==> src/rtl/screen_sequencer.sv <==
// screen_sequencer: frame-timed START/PLAY/LEVEL/OVER screen controller driving bitmaps and game core
module screen_sequencer #(
  parameter int BLINK_FRAMES        = 30,
  parameter int LEVEL_SCREEN_FRAMES = 120,
  parameter int OVER_SCREEN_FRAMES  = 180,
  parameter int NUM_LEVELS          = 3,
  parameter int LEVEL_W             = 2
)(
  input  logic               clk,
  input  logic               reset,
  input  logic               startOfFrame,
  input  logic               keyStart,
  input  logic               levelCleared,
  input  logic               livesZero,
  output logic [1:0]         message,
  output logic               gameRun,
  output logic               levelLoad,
  output logic               newGame,
  output logic [LEVEL_W-1:0] level,
  output logic               blinkOn,
  output logic               playerWon
);
  localparam int MAX_BL = BLINK_FRAMES > LEVEL_SCREEN_FRAMES ? BLINK_FRAMES : LEVEL_SCREEN_FRAMES;
  localparam int MAX_F  = MAX_BL > OVER_SCREEN_FRAMES ? MAX_BL : OVER_SCREEN_FRAMES;
  localparam int CW     = $clog2(MAX_F + 1);
  typedef enum logic [1:0] {S_START = 2'b00, S_PLAY = 2'b01, S_LEVEL = 2'b10, S_OVER = 2'b11} state_t;
  state_t        state;
  logic [CW-1:0] frame_cnt;
  assign message = state;
  always_ff @(posedge clk) begin
    if (reset) begin
      state     <= S_START;
      gameRun   <= 1'b0;
      levelLoad <= 1'b0;
      newGame   <= 1'b0;
      level     <= '0;
      blinkOn   <= 1'b1;
      playerWon <= 1'b0;
      frame_cnt <= '0;
    end else begin
      levelLoad <= 1'b0;
      newGame   <= 1'b0;
      case (state)
        S_START: begin
          if (keyStart) begin
            state     <= S_PLAY;
            level     <= '0;
            playerWon <= 1'b0;
            newGame   <= 1'b1;
            levelLoad <= 1'b1;
            gameRun   <= 1'b1;
            blinkOn   <= 1'b1;
            frame_cnt <= '0;
          end else if (startOfFrame) begin
            blinkOn   <= frame_cnt == CW'(BLINK_FRAMES - 1) ? ~blinkOn : blinkOn;
            frame_cnt <= frame_cnt == CW'(BLINK_FRAMES - 1) ? '0 : frame_cnt + 1'b1;
          end
        end
        // livesZero outranks levelCleared; the counter stays at 0 throughout play
        S_PLAY: begin
          frame_cnt <= '0;
          if (livesZero) begin
            state     <= S_OVER;
            playerWon <= 1'b0;
            gameRun   <= 1'b0;
          end else if (levelCleared) begin
            state     <= level == LEVEL_W'(NUM_LEVELS - 1) ? S_OVER : S_LEVEL;
            playerWon <= level == LEVEL_W'(NUM_LEVELS - 1);
            gameRun   <= 1'b0;
          end
        end
        S_LEVEL: begin
          if (startOfFrame && frame_cnt == CW'(LEVEL_SCREEN_FRAMES - 1)) begin
            state     <= S_PLAY;
            level     <= level + 1'b1;
            levelLoad <= 1'b1;
            gameRun   <= 1'b1;
            frame_cnt <= '0;
          end else if (startOfFrame) begin
            frame_cnt <= frame_cnt + 1'b1;
          end
        end
        default: begin
          if (startOfFrame && frame_cnt == CW'(OVER_SCREEN_FRAMES - 1)) begin
            state     <= S_START;
            blinkOn   <= 1'b1;
            frame_cnt <= '0;
          end else if (startOfFrame) begin
            frame_cnt <= frame_cnt + 1'b1;
          end
        end
      endcase
    end
  end
endmodule

==> config.mk <==
export PLATFORM = sky130hd
export DESIGN_NAME = screen_sequencer
export DESIGN_NICKNAME = d
export VERILOG_FILES = /design/src/rtl/screen_sequencer.sv
export SDC_FILE = /design/constraint.sdc
export NUM_CORES = 1
export LEC_CHECK = 0
export ABC_AREA = 1
export BUFFER_PORTS_ARGS = -buffer_cell sky130_fd_sc_hd__buf_2
export CORE_ASPECT_RATIO = 1.1
export CORE_MARGIN = 2
export CORE_UTILIZATION = 50
export CTS_CLUSTER_DIAMETER = 50
export DETAILED_ROUTE_END_ITERATION = 12
export HOLD_SLACK_MARGIN = 0.03
export PLACE_DENSITY = 0.7
export SLEW_MARGIN = 10
export SYNTH_ARGS = -nofsm -noshare
export SYNTH_HDL_FRONTEND = slang
export SYNTH_SLANG_ARGS = --single-unit
export TNS_END_PERCENT = 30
==> constraint.sdc <==
create_clock -name clk -period 3.75 [get_ports clk]
set_input_delay 0.9375 -clock clk [delete_from_list [all_inputs] [get_ports clk]]
set_output_delay 0.9375 -clock clk [all_outputs]
set_load 0.01 [all_outputs]
==> results.yml <==
worst_hold_path:
  worst_hold_path.endpoint: "gameRun"
  holdPathStages: 2
  worst_hold_startpoint: "gameRun"
  hp-class: "flop to flop"
logic_synthesis:
  avg_synthesized_cell_area_um2: 6.34
  synth.ff_latch_count: 17
  synth_nets: 231
  synth_cells: 215
  post_synthesis_compound_gate_area_fraction_pct: 16.3
  post_synth_mux_area_share_pct: 0
  synth_simple_gate_area_share_pct: 38.3
  post_synth_num_cell_types: 26
  sequential_area_share_after_synthesis_pct: 25.0
  synth_top_family_by_area: "simple AND/OR/NAND/NOR gates"
  synth-warning-count: 0
  synth-adder-area-share_pct: 9.18
  syn-cell-area_um2: 1360
  synthXorXnorAreaFrac_pct: 1.29
timing:
  final_period_minus_worst_setup_slack_ns: 1.86
  final_report_max_slew_violation_count: 0
  max_clock_freq_ghz: 0.536
  finClkSkew_ns: 0.00843
  rsz0062_at_grt: "false"
  max-slew-margin-rel_pct: 74.5
  tightestPinTransition_ns: 0.382
  report.final.hold_viol_count: 0
  tns_ns: 0
  layout_worst_path_cycle_share_pct: 49.7
  setup_viol: 0
power:
  p_leak_nw: 0.693
  power_density_nw_per_um2: 643
  maximum_resistive_drop_on_vdd_mv: 0.484
clocking:
  postCtsSetupBuffers: 0
  numClockSinks: 17
  cts_htree_levels: 1
  clock_tree.root_cell: "sky130_fd_sc_hd__clkbuf_4"
  hold_buffers: 0
  tritoncts_clock_tree: "yes"
  clock_path_buffers: 2
  clock_input_transition_at_the_sequential_cells_of_the_worst_setup_and_hold_paths_ns: 0.11
  cts_resizes: 0
  worst_skew_pair.late_latency_ns: 0.31
  cts-buffers-inserted: 3
layout:
  layout.filler_cells: 264
  most_common_library_cell_in_the_layout_ignoring_fill_and_taps: "sky130_fd_sc_hd__nand2_1"
  num_antenna_cells: 0
  layout_common_cells: "sky130_fd_sc_hd__nand2_1, sky130_fd_sc_hd__a21oi_1, sky130_fd_sc_hd__inv_1, sky130_fd_sc_hd__nand3_1, sky130_fd_sc_hd__dfxtp_1"
  design.final.nets: 245
  area.sequential_um2: 340
  drive_above_1_share_pct: 18.0
  finalCoreUtilization_pct: 57.3
  area_growth_syn_to_layout_pct: 6.98
  multi_input_area_um2: 887
  finish.instance_area_um2: 1460
global_routing:
  antenna_found_initial: 0
  grt_max_degree: 16
  gr-total-overflow: 0
  wire_length_of_the_first_global_routing_pass_um: 5910
  global_route_usage_sum_pct: 25.2
  first_global_vias: 1379
critical_path:
  regToRegEndpoint: "playerWon"
  worst_ep_required_time_ns: 2.81
  critical-path-top-delay-family: "flip-flops"
  setup.worst_path.end_class: "output pin"
  crit-reg2reg-launch: "message[0]"
  worst_setup_path_type: "flop to output pin"
  crit_path_max_fanout: 6
  worst-r2r-setup-slack_ns: 1.98
  timing.critical_path.from_type: "flop"
  timing.critical_path.arrival_ns: 0.93
  critPathSlowestCell: "sky130_fd_sc_hd__dfxtp_1"
  combined_buffer_and_inverter_count_along_the_critical_path: 1
  cp_cell_sequence: "buf_2"
  rr_worst_depth: 8
  critical_path.max_stage_delay_ns: 0.45
place:
  finalWeightedCongestion: 0.936
  place_area_um2: 1430
  hpwlAfterDp_um: 2460
  placement.io_buffers: 14
drt:
  vias: 1393
  drt_drc_violations_left: 0
  vias_per_cell: 5.38
  first_iter_violations: 25
  antenna_left: 0
  detailedRoute.firstPassIterationCount: 4
  wl_per_cell_um: 12.7
  finalWirelength_um: 3280
die:
  die-width_um: 53.8
  core_region_area_um2: 2540
  pin_count: 15
  initial_utilization_pct: 53.6
  die-area_um2: 3160
  number_of_rows_created_at_floorplan: 19
  die_height_um: 58.8
outcome:
  result_of_the_run: "finished clean"
run:
  timing.max_cap.violations: 0
## worst max-delay path by stage
stage | start | cells after the start | endpoint
3_3_place_gp | startOfFrame | 10 | frame_cnt[0]
4_1_cts | message[0] | 1 | message[0]
3_5_place_dp | startOfFrame | 10 | frame_cnt[1]
5_1_grt | startOfFrame | 10 | frame_cnt[1]
2_1_floorplan | startOfFrame | 8 | message[1]
6_report | message[0] | 1 | message[0]
## per-layer routing
metal	vias up	share of wire (%)	track usage [%]	wire, um
met5	-	0	0	0
met4	0	2.7	14.3	89
met3	9	5.3	3.55	174
met2	45	48	40.9	1580
met1	616	44	31.3	1440
li1	723	-	-	-
## Yosys cell counts
master / instances / area share (%)
sky130_fd_sc_hd__nand4_1: 1 / 0.46
sky130_fd_sc_hd__nand2_2: 5 / 2.3
sky130_fd_sc_hd__nor2_1: 14 / 3.9
sky130_fd_sc_hd__dfxtp_1: 17 / 25
sky130_fd_sc_hd__nand2_1: 62 / 17
sky130_fd_sc_hd__inv_1: 18 / 5.0
sky130_fd_sc_hd__buf_4: 2 / 1.1
sky130_fd_sc_hd__xor2_1: 2 / 1.3
sky130_fd_sc_hd__nor2_4: 2 / 1.7
sky130_fd_sc_hd__o22ai_1: 1 / 0.46
sky130_fd_sc_hd__nor2_2: 4 / 1.8
sky130_fd_sc_hd__clkbuf_1: 1 / 0.28
sky130_fd_sc_hd__nand3_1: 18 / 6.6
sky130_fd_sc_hd__nand2_4: 1 / 0.83
sky130_fd_sc_hd__nand3_2: 3 / 2.2
sky130_fd_sc_hd__nand3b_1: 1 / 0.55
sky130_fd_sc_hd__a21oi_2: 1 / 0.64
sky130_fd_sc_hd__nor3b_1: 1 / 0.55
sky130_fd_sc_hd__a211oi_1: 1 / 0.55
sky130_fd_sc_hd__nor3_1: 1 / 0.37
sky130_fd_sc_hd__inv_2: 7 / 1.9
sky130_fd_sc_hd__ha_1: 10 / 9.2
sky130_fd_sc_hd__a21oi_1: 19 / 7.0
sky130_fd_sc_hd__o21ai_1: 10 / 3.7
sky130_fd_sc_hd__buf_6: 2 / 1.7
sky130_fd_sc_hd__o21ai_0: 11 / 4.0
## state kept, by name (all words and copies together) (netlist names)
signal / cells
blinkOn: 1
frame_cnt: 8
gameRun: 1
level: 2
levelLoad: 1
message: 2
newGame: 1
playerWon: 1
## per-stage QoR
step	hold WS, ns	setup WS [ns]	power [mW]	instances
3_3_place_gp	0.438	1.70	0.822	255
5_1_grt	0.507	1.78	1.04	259
2_1_floorplan	0.468	2.01	0.708	215
6_report	0.461	1.89	0.937	259
4_1_cts	0.469	1.88	0.938	259
3_5_place_dp	0.452	1.63	0.828	255
## power by group
| part | switching (mW) | internal [mW] | leakage (nW) |
|---|---|---|---|
| registers | 0.0629 | 0.233 | 0.140 |
| clock network | 0.0667 | 0.0399 | 0.0177 |
| logic | 0.341 | 0.194 | 0.536 |
| total | 0.470 | 0.467 | 0.693 |
## layout make-up
type,instances,share of cell area [%]
multi-input cells,168,60.9
inverters,25,6.44
clock buffers,3,1.55
clock inverters,1,0.343
well taps,31,2.66
repair buffers,14,4.81
flip-flops and latches,17,23.3
## cells by family (layout without fill, tap and decap cells)
| family | Yosys count | count (layout) |
|---|---|---|
| adders and majority gates | 10 | 10 |
| DFF | 17 | 17 |
| AOI/OAI and AO/OA | 43 | 43 |
| buffers and inverters | 30 | 43 |
| and+or+nand+nor | 113 | 113 |
| xor gates and xnor gates | 2 | 2 |
(Power assumes the default switching activity.)
